--- src/rtl/serial_tx.sv ---
`default_nettype none
// +----------------------------------------------------------------------------+
// | serial_tx: valid/ready word in, framed LSB-first serial line out.          |
// | Optional even-parity bit when PARITY_EN is defined.   Revision: 1.0        |
// +----------------------------------------------------------------------------+
module serial_tx #(
  parameter int DATA_W  = 8,
  parameter int BIT_CYC = 4
) (
  input  logic              clk,
  input  logic              rst,
  input  logic [DATA_W-1:0] tx_data,
  input  logic              tx_valid,
  output logic              tx_ready,
  output logic              txd,
  output logic              busy,
  output logic              done
);

  localparam int CYC_W = (BIT_CYC > 1) ? $clog2(BIT_CYC) : 1;
  localparam int BIT_W = (DATA_W > 1) ? $clog2(DATA_W) : 1;
  localparam logic [CYC_W-1:0] CYC_LAST = CYC_W'(BIT_CYC - 1);
  localparam logic [BIT_W-1:0] BIT_LAST = BIT_W'(DATA_W - 1);

  typedef enum logic [2:0] {
    S_IDLE   = 3'd0,
    S_START  = 3'd1,
    S_DATA   = 3'd2,
    S_STOP   = 3'd3
`ifdef PARITY_EN
    , S_PARITY = 3'd4
`endif
  } state_t;

  state_t            state_q, state_d;
  logic [CYC_W-1:0]  cyc_q, cyc_d;
  logic [BIT_W-1:0]  bit_q, bit_d;
  logic [DATA_W-1:0] shift_q, shift_d;
  logic              txd_q, txd_d;
  logic              ready_q, ready_d;
  logic              busy_q, busy_d;
  logic              done_q, done_d;
  logic              bit_end;
`ifdef PARITY_EN
  logic              par_q, par_d;
`endif

  assign bit_end  = (cyc_q == CYC_LAST);
  assign tx_ready = ready_q;
  assign txd      = txd_q;
  assign busy     = busy_q;
  assign done     = done_q;

  always_comb begin
    state_d = state_q;
    cyc_d   = cyc_q;
    bit_d   = bit_q;
    shift_d = shift_q;
    txd_d   = txd_q;
    ready_d = ready_q;
    busy_d  = busy_q;
    done_d  = 1'b0;
`ifdef PARITY_EN
    par_d   = par_q;
`endif

    if (state_q != S_IDLE) begin
      cyc_d = bit_end ? '0 : cyc_q + 1'b1;
    end

    // txd is registered, so each branch loads the level for the upcoming bit
    case (state_q)
      S_IDLE: begin
        if (tx_valid && ready_q) begin
          state_d = S_START;
          shift_d = tx_data;
`ifdef PARITY_EN
          par_d   = ^tx_data;
`endif
          cyc_d   = '0;
          txd_d   = 1'b0;
          ready_d = 1'b0;
          busy_d  = 1'b1;
        end
      end
      S_START: begin
        if (bit_end) begin
          state_d = S_DATA;
          bit_d   = '0;
          txd_d   = shift_q[0];
          shift_d = shift_q >> 1;
        end
      end
      S_DATA: begin
        if (bit_end) begin
          if (bit_q == BIT_LAST) begin
`ifdef PARITY_EN
            state_d = S_PARITY;
            txd_d   = par_q;
`else
            state_d = S_STOP;
            txd_d   = 1'b1;
`endif
          end else begin
            bit_d   = bit_q + 1'b1;
            txd_d   = shift_q[0];
            shift_d = shift_q >> 1;
          end
        end
      end
`ifdef PARITY_EN
      S_PARITY: begin
        if (bit_end) begin
          state_d = S_STOP;
          txd_d   = 1'b1;
        end
      end
`endif
      S_STOP: begin
        if (bit_end) begin
          state_d = S_IDLE;
          txd_d   = 1'b1;
          ready_d = 1'b1;
          busy_d  = 1'b0;
          done_d  = 1'b1;
        end
      end
      default: begin
        state_d = S_IDLE;
        cyc_d   = '0;
        txd_d   = 1'b1;
        ready_d = 1'b1;
        busy_d  = 1'b0;
      end
    endcase
  end

  always_ff @(posedge clk) begin
    if (rst) begin
      state_q <= S_IDLE;
      cyc_q   <= '0;
      bit_q   <= '0;
      shift_q <= '0;
      txd_q   <= 1'b1;
      ready_q <= 1'b1;
      busy_q  <= 1'b0;
      done_q  <= 1'b0;
`ifdef PARITY_EN
      par_q   <= 1'b0;
`endif
    end else begin
      state_q <= state_d;
      cyc_q   <= cyc_d;
      bit_q   <= bit_d;
      shift_q <= shift_d;
      txd_q   <= txd_d;
      ready_q <= ready_d;
      busy_q  <= busy_d;
      done_q  <= done_d;
`ifdef PARITY_EN
      par_q   <= par_d;
`endif
    end
  end

endmodule
`default_nettype wire

--- config.mk ---
export PLATFORM = sky130hd
export DESIGN_NAME = serial_tx
export DESIGN_NICKNAME = d
export VERILOG_FILES = /design/src/rtl/serial_tx.sv
export SDC_FILE = /design/constraint.sdc
export NUM_CORES = 1
export LEC_CHECK = 0
export ABC_AREA = 1
export CORE_ASPECT_RATIO = 1.4
export CORE_MARGIN = 3
export CORE_UTILIZATION = 57
export CTS_BUF_LIST = sky130_fd_sc_hd__clkbuf_16
export DETAILED_ROUTE_END_ITERATION = 10
export PLACE_DENSITY = 0.83
export SKIP_CTS_REPAIR_TIMING = 1
export SYNTH_ARGS = -nofsm -noshare
export SYNTH_HDL_FRONTEND = slang
export SYNTH_SLANG_ARGS = --single-unit
--- constraint.sdc ---
create_clock -name clk -period 3.3 [get_ports clk]
set_input_delay 0.66 -clock clk [delete_from_list [all_inputs] [get_ports clk]]
set_output_delay 0.66 -clock clk [all_outputs]
set_load 0.01 [all_outputs]
==> results of run 1 <==
-- power breakdown --
part           internal [mW]  leakage, nW  switching [mW]
registers              0.319        0.156          0.0561
clock network          0.163       0.0409          0.0882
logic                  0.282        0.414           0.458
-- flip-flops by register name, summed over array words and instances (netlist names) --
name / flops
done: 1
bit_q: 3
txd: 1
tx_ready: 1
busy: 1
shift_q: 8
cyc_q: 2
state_q: 2
-- logic make-up (layout without fill, tap and decap cells) --
group                      count (synthesis)  count (layout)
AOI/OAI and AO/OA                         17              17
adders and majority gates                  9               9
buffers and inverters                     18              31
DFF                                       19              19
muxes                                      1               1
and+or+nand+nor                           90              90
-- cell usage after synthesis --
cell	number
o21a_1	1
nor2_1	35
a21oi_1	4
inv_1	12
nand4_1	1
o21ai_0	5
a21boi_0	6
nand2_4	2
buf_6	1
nand2_1	43
nor3b_1	1
ha_1	9
inv_2	1
dfxtp_1	19
mux2i_1	1
nand3_1	4
nand3_2	1
buf_2	3
nor2_4	1
o211ai_1	1
clkbuf_1	1
nor3_1	1
nand2_2	1
-- worst max-delay path by stage --
stage          startpoint         end  depth (start not counted)
6_report         tx_ready    tx_ready                          1
3_3_place_gp     tx_valid  shift_q[6]                          8
2_1_floorplan  state_q[0]    tx_ready                          8
4_1_cts          tx_ready    tx_ready                          1
5_1_grt        state_q[1]  shift_q[1]                          7
3_5_place_dp     tx_valid  shift_q[6]                          8
-- area by class of cell --
type	instances	area, um2
clock buffers	3	75.1
clock inverters	1	5.00
fillers	142	398
inverters	13	48.8
multi-input cells	117	609
flip-flops and latches	19	380
well taps	19	23.8
repair buffers	14	140
-- stage by stage --
stage | cell area (um2) | utilization, % | setup slack [ns] | instances
after global placement | 1200 | 71.6 | 1.37 | 182
after floorplan | 1070 | - | 1.82 | 154
final | 1280 | 76.3 | 1.47 | 186
after CTS | 1280 | 76.3 | 1.47 | 186
after detailed placement | 1200 | 71.6 | 1.34 | 182
after global routing | 1280 | 76.3 | 1.38 | 186
-- per-layer routing --
metal | up-vias | wire length, um | track usage [%]
met5 | - | 0 | 0
met4 | 0 | 52 | 12.0
met3 | 6 | 63 | 3.79
met2 | 19 | 1170 | 37.7
met1 | 434 | 855 | 17.0
li1 | 506 | - | -
==> key figures, run 1 <==
Place
  – Port Buffers: 14
  – Hpwl dp: about 1.6 mm
  – Routability Congestion: around 0.9

Synth
  – Mux contribution to synthesized area: less than 1%
  – Complex-gate fraction of the synthesized area: 9.84%
  – Largest family of logic cells by synthesized area: simple AND/OR/NAND/NOR gates
  – Flops & latches, synth: 19
  – Syn Inst Count: 154
  – XOR/XNOR Fraction of Synth Area: 0%
  – Cell Area, Synth: 1070 um2
  – Post-synthesis net count: 174
  – Most area-hungry cell type in the Yosys netlist: dfxtp_1
  – Synth Area in Simple Gates: 35.7%
  – Register area share after synthesis: around 36%
  – Synth Area per Inst: 6.94 um2
  – Synth Area in Adders: 10.5%
  – Synth unique cells: 23
  – Synth top area cells: dfxtp_1 (36%), nand2_1 (15%), nor2_1 (12%), ha_1 (11%), a21boi_0 (4.2%)
  – Synth warn: 0
  – Top-area cell type share of the netlist area: 35.6%

Final layout
  – Layout Area Growth over Synthesis: 20.0%
  – Share of layout cells above drive strength 1: 5.99%
  – Final Net Count: 188
  – Most common cell after layout, fill and taps aside: nand2_1
  – Antenna cells: 0
  – Most frequent cells in the layout: nand2_1 (43), nor2_1 (35), dfxtp_1 (19), clkdlybuf4s50_1 (14), inv_1 (12)

Detailed routing
  – Final ANT Viol Nets: 0
  – 1st-iter DRT viols: 11
  – DR vias: ~970
  – Pre-antenna DRT Iters: 4
  – WL per Instance: 11.5 um
  – Vias per cell: 5.19
  – WL final: approximately 2.1 mm
  – Detailed-route DRC error count: 0

Floorplan
  – Die ar.: 2440 um2
  – Cell Rows: 17
  – Die H: around 57 um
  – Initial core utilization: a little under two thirds
  – Die X-Extent: 42.6 um
  – Ports: 15
  – Core area: 1680 um2

Global route
  – First-pass GRT wire length: about 3.6 mm
  – Congestion Overflow GR: 0
  – Number of global-route vias before repair: 932
  – Largest net degree at the start of global routing: 15
  – Initial antenna violation count: 0
  – GR Util All Layers: 19.2%

STA
  – Hold Vio Cnt, Final: 0
  – Setup Viol. Count Final: 0
  – Tcrit/Tclk final: 55.5%
  – Fmax: 546 MHz
  – Relative slew slack: 69.3%
  – Worst Tran Pin Value: 0.460 ns
  – Fin Clk Skew: ~0.0026 ns
  – Hold slack: ~0.46 ns
  – Max-slew violations: 0
  – RSZ-0062 raised after global routing: false
  – Final setup TNS: 0 ns
  – Min Tclk post-route: 1.83 ns

Hold path
  – Worst hold path type: flop to flop
  – Hold_sp: busy
  – Hold Path Cell Cnt: 2
  – Hold Path End: busy

Worst setup path
  – Crit-path cells: clkdlybuf4s50_1
  – CP max-delay cell: clkdlybuf4s50_1
  – Critical R2R Capture: shift_q[1]
  – Worst reg2reg path startpoint: state_q[1]
  – Worst path required time: about 2.6 ns
  – Worst-path fanout max: 3
  – WP data arrival: 1.17 ns
  – Setup slack on the worst flop-to-flop path: 1.59 ns
  – Reg2Reg Depth: 7
  – Endpoint class of the critical path: output port
  – Critical path's largest stage delay: about 0.56 ns
  – Top delay family on crit path: buffers and inverters
  – Crit path kind: flop to output port
  – Setup crit start kind: flop
  – WP buf/inv: 1

Clocking
  – Cts bufs inserted: 3
  – CTS sink count: 19
  – Clock Tree Root: clkbuf_16
  – CTS tree: yes
  – H-tree levels: 1
  – Worst-path clk slew: 0.05 ns
  – Worst skew pair latency: 0.25 ns
  – Deepest clock path buffer count: 2

Power and ir drop
  – Total power: roughly 1.4 mW
  – Power Density: between 1000 and 1500 nW/um2
  – Leakage power: 0.611 nW
  – Worst VDD drop: ~560 uV

Run
  – Max capacitance violation total: 0

Run status
  – Outcome: finished clean
Power figures use the tool's default switching activity.
==> run 2, diff against run 1 <==
--- a/config.mk
+++ b/config.mk
@@ -8,10 +8,10 @@
 export ABC_AREA = 1
 export CORE_ASPECT_RATIO = 1.4
 export CORE_MARGIN = 3
-export CORE_UTILIZATION = 57
+export CORE_UTILIZATION = 47
 export CTS_BUF_LIST = sky130_fd_sc_hd__clkbuf_16
 export DETAILED_ROUTE_END_ITERATION = 10
-export PLACE_DENSITY = 0.83
+export PLACE_DENSITY = 0.73
 export SKIP_CTS_REPAIR_TIMING = 1
 export SYNTH_ARGS = -nofsm -noshare
 export SYNTH_HDL_FRONTEND = slang
==> constraint.sdc (replaced) <==
create_clock -name clk -period 1.6 [get_ports clk]
set_input_delay 0.32 -clock clk [delete_from_list [all_inputs] [get_ports clk]]
set_output_delay 0.32 -clock clk [all_outputs]
set_load 0.01 [all_outputs]
==> run 2 against run 1 <==
Wire length is 5.8% higher. Register-to-register slack worse by 1.5 ns. Utilization is 10 points lower. Non-clock buffer count is 9 higher. Critical path type is now flop to flop. Combinational power is 140% higher. Largest power group unchanged. Setup slack worse by 1.4 ns. Critical path depth is 7 higher.
==> key figures, run 2 (synthesis gave the netlist of run 1 again) <==
Run status
  – Outcome: finished clean

Power and ir drop
  – Power Density: 2210 nW/um2
  – Total power: 3.02 mW
  – Worst VDD drop: 1460 uV
  – Internal Power: 1.72 mW
  – Leakage power: 0.658 nW
  – Sequential share of power: between 20% and 30%
  – Sw Pwr: 1.30 mW
  – Comb pwr share: slightly below 60%
  – Switching share of power: roughly 43%
  – Clock share of power: 16.3%

Place
  – Port Buffers: 14
  – Placed Cells: 193
  – Routability Congestion: roughly 0.84
  – Placed inst area: 1270 um2
  – Hpwl dp: approximately 1.7 mm

Floorplan
  – Core area: 2070 um2
  – Die X-Extent: 46.3 um
  – Ports: 15
  – Cell Rows: 19
  – Die H: ~62 um
  – Die ar.: around 2900 um2
  – Initial core utilization: 51.7%

Run
  – Max capacitance violation total: 0

Worst setup path
  – Critical path's largest stage delay: 0.32 ns
  – Crit-path cells: ha_1, ha_1, nand2_1, nand3_2, nor2_4, nand2_1, nand2_1, nor2_1
  – CP max-delay cell: dfxtp_1
  – Crit path kind: flop to flop
  – Endpoint class of the critical path: flop
  – Worst-path fanout max: 7
  – Setup crit start kind: flop
  – WP data arrival: 1.64 ns
  – Most used cell, CP: nand2_1
  – Worst path required time: about 1.7 ns

Final layout
  – Largest regs: shift_q x8, bit_q x3
  – Most common cell after layout, fill and taps aside: nand2_1
  – Final Net Count: between 150 and 200
  – Max reg flops: 8
  – Fill cells: around 190
  – Final instance area: 1370 um2
  – Largest register by flop count: shift_q
  – Final Core Density: 66.0%
  – Layout Area Growth over Synthesis: 27.8%
  – Share of layout cells above drive strength 1: 11.3%
  – Non-filler cells, final: 198
  – Antenna cells: 0
  – Most frequent cells in the layout: nand2_1 (43), nor2_1 (35), dfxtp_1 (19), clkdlybuf4s50_1 (14), inv_1 (13)

Detailed routing
  – WL final: roughly 2.3 mm
  – Final ANT Viol Nets: 0
  – 1st-iter DRT viols: 7
  – Vias per cell: between 5 and 6
  – Detailed-route DRC error count: 0
  – WL per Instance: 11.4 um
  – DR vias: 1004
  – Pre-antenna DRT Iters: 4

STA
  – Fmax: 669 MHz
  – Relative slew slack: 86.8%
  – Fin Clk Skew: roughly 0.0015 ns
  – Worst Tran Pin Value: 0.197 ns
  – Setup Viol. Count Final: 0
  – Max-slew violations: 0
  – Min Tclk post-route: 1.49 ns
  – Tcrit/Tclk final: 93.4%
  – Final setup TNS: 0 ns
  – Hold Vio Cnt, Final: 0

Clocking
  – Clock Tree Root: clkbuf_16
  – H-tree levels: 1
  – Worst skew pair latency: 0.25 ns
  – Deepest clock path buffer count: 2
  – Worst-path clk slew: 0.05 ns
  – Cts bufs inserted: 3
  – CTS sink count: 19
  – CTS tree: yes

Global route
  – First-pass GRT wire length: roughly 3.8 mm
  – Congestion Overflow GR: 0
  – Initial antenna violation count: 0
  – Largest net degree at the start of global routing: 15
  – GR Util All Layers: 17.4%
  – Number of global-route vias before repair: 951

Hold path
  – Worst hold path type: flop to flop
[run 2: power groups by stage]
stage / logic, mW / registers, mW / clock network (mW)
after floorplan: 1.26 / 0.769 / 0
after global placement: 1.66 / 0.758 / 0
after detailed placement: 1.70 / 0.770 / 0
after CTS: 1.73 / 0.758 / 0.505
after global routing: 2.03 / 0.777 / 0.534
final: 1.77 / 0.759 / 0.493
[run 2: metal layers]
metal  vias to the layer above  track usage [%]  part of all wire [%]
met5                         -                0                     0
met4                         0             7.47                   1.8
met3                         5             1.73                   2.2
met2                        14             32.6                    58
met1                       458             17.8                    38
li1                        527                -                     -
[run 2: worst max-delay path: cells and delay by family, from the launching register on]
kind / cells / cell delay, ns
AND/OR/NAND/NOR: 6 / 0.65
adder cells (fa/ha/maj): 2 / 0.40
flip-flops: 1 / 0.32
[run 2: final cells by class]
type / count / area, um2 / area share [%]
sequential: 19 / 380 / 27.9
clock inverter: 1 / 3.75 / 0.275
clock buffer: 3 / 75.1 / 5.50
inverter: 13 / 48.8 / 3.57
multi-input combinational: 118 / 623 / 45.6
tap: 21 / 26.3 / 1.92
timing repair buffer: 23 / 208 / 15.2
[run 2: path summary, 6_finish.rpt]
| kind | endpoint | slack (ns) | cells after the start | start |
|---|---|---|---|---|
| max | shift_q[4] | 0.11 | 8 | bit_q[0] |
| min | busy | 0.46 | 2 | busy |
| max reg2reg | shift_q[4] | 0.11 | 8 | bit_q[0] |
| min reg2reg | busy | 0.46 | 2 | busy |
[run 2: stage by stage]
| stage | hold slack [ns] | worst slack (ns) |
|---|---|---|
| 3_3_place_gp | 0.449 | 0.0254 |
| 5_1_grt | 0.497 | -0.00320 |
| 3_5_place_dp | 0.456 | -0.0157 |
| 4_1_cts | 0.465 | 0.0588 |
| 6_report | 0.461 | 0.105 |
| 2_1_floorplan | 0.389 | 0.120 |
==> run 3, diff against run 2 <==
--- a/config.mk
+++ b/config.mk
@@ -8,11 +8,13 @@
 export ABC_AREA = 1
 export CORE_ASPECT_RATIO = 1.4
 export CORE_MARGIN = 3
-export CORE_UTILIZATION = 47
+export CORE_UTILIZATION = 55
 export CTS_BUF_LIST = sky130_fd_sc_hd__clkbuf_16
 export DETAILED_ROUTE_END_ITERATION = 10
+export DONT_BUFFER_PORTS = 1
 export PLACE_DENSITY = 0.73
 export SKIP_CTS_REPAIR_TIMING = 1
+export SKIP_LAST_GASP = 1
 export SYNTH_ARGS = -nofsm -noshare
 export SYNTH_HDL_FRONTEND = slang
 export SYNTH_SLANG_ARGS = --single-unit
==> run 3 against run 2 <==
Worst hold slack got worse by 0.33 ns. Largest cell class unchanged. Clock-buffer cell count unchanged. Critical path depth decreased by 1. First-iteration DRC count increased to 2.9 times the previous value. Sequential power increased by 2.8%. Cell count decreased by 10%. Sequential share of layout area increased by 4.1 points. Cell area decreased by 12%. Die area decreased by 13%.
==> key figures, run 3 (synthesis gave the netlist of run 1 again) <==
Run status
  – Outcome: finished clean

Floorplan
  – Core area: roughly 1800 um2
  – Die X-Extent: 43.3 um
  – Die ar.: 2510 um2
  – Initial core utilization: around three fifths
  – Ports: 15
  – Cell Rows: 18
  – Die H: approximately 58 um

Place
  – Routability Congestion: 0.801
  – Port Buffers: 0
  – Hpwl dp: 1.49 mm

Worst setup path
  – Reg2Reg Depth: 7
  – Worst Setup SP: state_q[1]
  – CP max-delay cell: ha_2
  – Worst path required time: around 1.8 ns
  – WP buf/inv: 2
  – Setup crit start kind: flop
  – Crit path kind: flop to flop
  – WP data arrival: 1.66 ns
  – Setup slack on the worst flop-to-flop path: 0.09 ns
  – Critical R2R Capture: shift_q[1]
  – Worst reg2reg path startpoint: state_q[1]
  – Worst-path fanout max: 6
  – Cell count along the critical path: 7
  – Endpoint class of the critical path: flop
  – Most used cell, CP: nand2_1
  – Setup crit end: shift_q[1]
  – Critical path's largest stage delay: 0.39 ns
  – Crit-path cells: inv_1, ha_2, clkinvlp_4, a21boi_0, nand2_1, nand2_1, nor2_1
  – Top delay family on crit path: adder cells

Clocking
  – CTS tree: yes
  – Deepest clock path buffer count: 2
  – Worst-path clk slew: around 0.060 ns
  – H-tree levels: 1
  – Worst skew pair latency: around 0.25 ns
  – Clock Tree Root: clkbuf_16
  – Cts bufs inserted: 3
  – CTS sink count: 19

Final layout
  – Most frequent cells in the layout: nand2_1 (42), nor2_1 (35), dfxtp_1 (18), inv_1 (11), ha_1 (8)
  – Max reg flops: 8
  – Most common cell after layout, fill and taps aside: nand2_1
  – Antenna cells: 0
  – Share of layout cells above drive strength 1: 12.0%
  – Final Net Count: 179
  – Layout Area Growth over Synthesis: 11.8%
  – Largest register by flop count: shift_q
  – Largest regs: shift_q x8, bit_q x3

STA
  – Fin Clk Skew: 0.00361 ns
  – Setup Viol. Count Final: 0
  – Worst Tran Pin Value: 0.429 ns
  – Max-slew violations: 0
  – RSZ-0062 raised after global routing: true
  – Min Tclk post-route: 1.51 ns
  – Tcrit/Tclk final: 94.1%
  – Hold Vio Cnt, Final: 0
  – Fmax: ~660 MHz
  – Hold slack: 0.129 ns
  – Relative slew slack: 71.4%

Power and ir drop
  – Clock share of power: 17.9%
  – Worst VDD drop: 1470 uV
  – Comb pwr share: 55.3%
  – Sequential share of power: 26.8%
  – Sw Pwr: 1.31 mW
  – Power Density: 2440 nW/um2
  – Internal Power: 1.60 mW
  – Total power: 2.91 mW
  – Leakage power: 0.572 nW
  – Switching share of power: 44.9%

Hold path
  – Hold_sp: rst
  – Worst hold path type: primary input to flop

Global route
  – GR Util All Layers: about 18%
  – Largest net degree at the start of global routing: 15
  – Number of global-route vias before repair: 841
  – Congestion Overflow GR: 0
  – Initial antenna violation count: 0
  – First-pass GRT wire length: ~3.5 mm

Run
  – Max capacitance violation total: 0

Detailed routing
  – Vias per cell: roughly 5.3
  – 1st-iter DRT viols: 20
  – DR vias: 939
  – Final ANT Viol Nets: 0
  – Detailed-route DRC error count: 0
  – WL per Instance: between 10 and 15 um
  – WL final: 2.08 mm
  – Pre-antenna DRT Iters: 4
## run 3: power by group through the flow
| stage | clock network [mW] | registers [mW] | logic [mW] |
|---|---|---|---|
| after global placement | 0 | 0.782 | 1.44 |
| after global routing | 0.547 | 0.803 | 1.86 |
| final | 0.521 | 0.780 | 1.61 |
| after floorplan | 0 | 0.769 | 1.26 |
| after CTS | 0.531 | 0.778 | 1.49 |
| after detailed placement | 0 | 0.787 | 1.48 |
## run 3: layout make-up
type	instances	area, um2
repair buffers	3	22.5
inverters	13	52.6
repair inverters	1	7.51
multi-input cells	118	626
flip-flops and latches	19	382
fillers	168	607
clock buffers	3	75.1
clock inverters	1	5.00
well taps	20	25.0
## run 3: worst register-to-register path: stages, from the launching register on
cell	delay (ns)
dfxtp_2	0.36
inv_1	0.08
ha_2	0.40
clkinvlp_4	0.15
a21boi_0	0.23
nand2_1	0.08
nand2_1	0.06
nor2_1	0.04
## run 3: per-stage QoR
step           setup TNS (ns)  utilization [%]  setup WS (ns)  instances  area [um2]
6_report                    0             66.3         0.0946        178        1190
3_5_place_dp                0             60.3         0.0914        172        1090
2_1_floorplan               0                -          0.120        154        1070
5_1_grt               -0.0124             66.3        -0.0100        178        1190
4_1_cts                     0             64.7         0.0828        176        1170
3_3_place_gp                0             60.3          0.109        172        1090
## run 3: routing by layer
layer / up-vias / share of wire (%) / global-route usage, %
li1: 490 / - / -
met1: 427 / 42 / 19.8
met2: 17 / 52 / 31.5
met3: 5 / 3.6 / 2.80
met4: 0 / 3.2 / 12.9
met5: - / 0 / 0
## run 3: worst min-delay path by stage
stage                           to  slack, ns  depth (start not counted)
after floorplan           bit_q[1]       0.39                          1
after global placement    bit_q[2]       0.39                          1
after detailed placement  bit_q[1]       0.39                          1
after CTS                 bit_q[1]       0.13                          1
after global routing      bit_q[1]       0.12                          1
final                         busy       0.13                          1
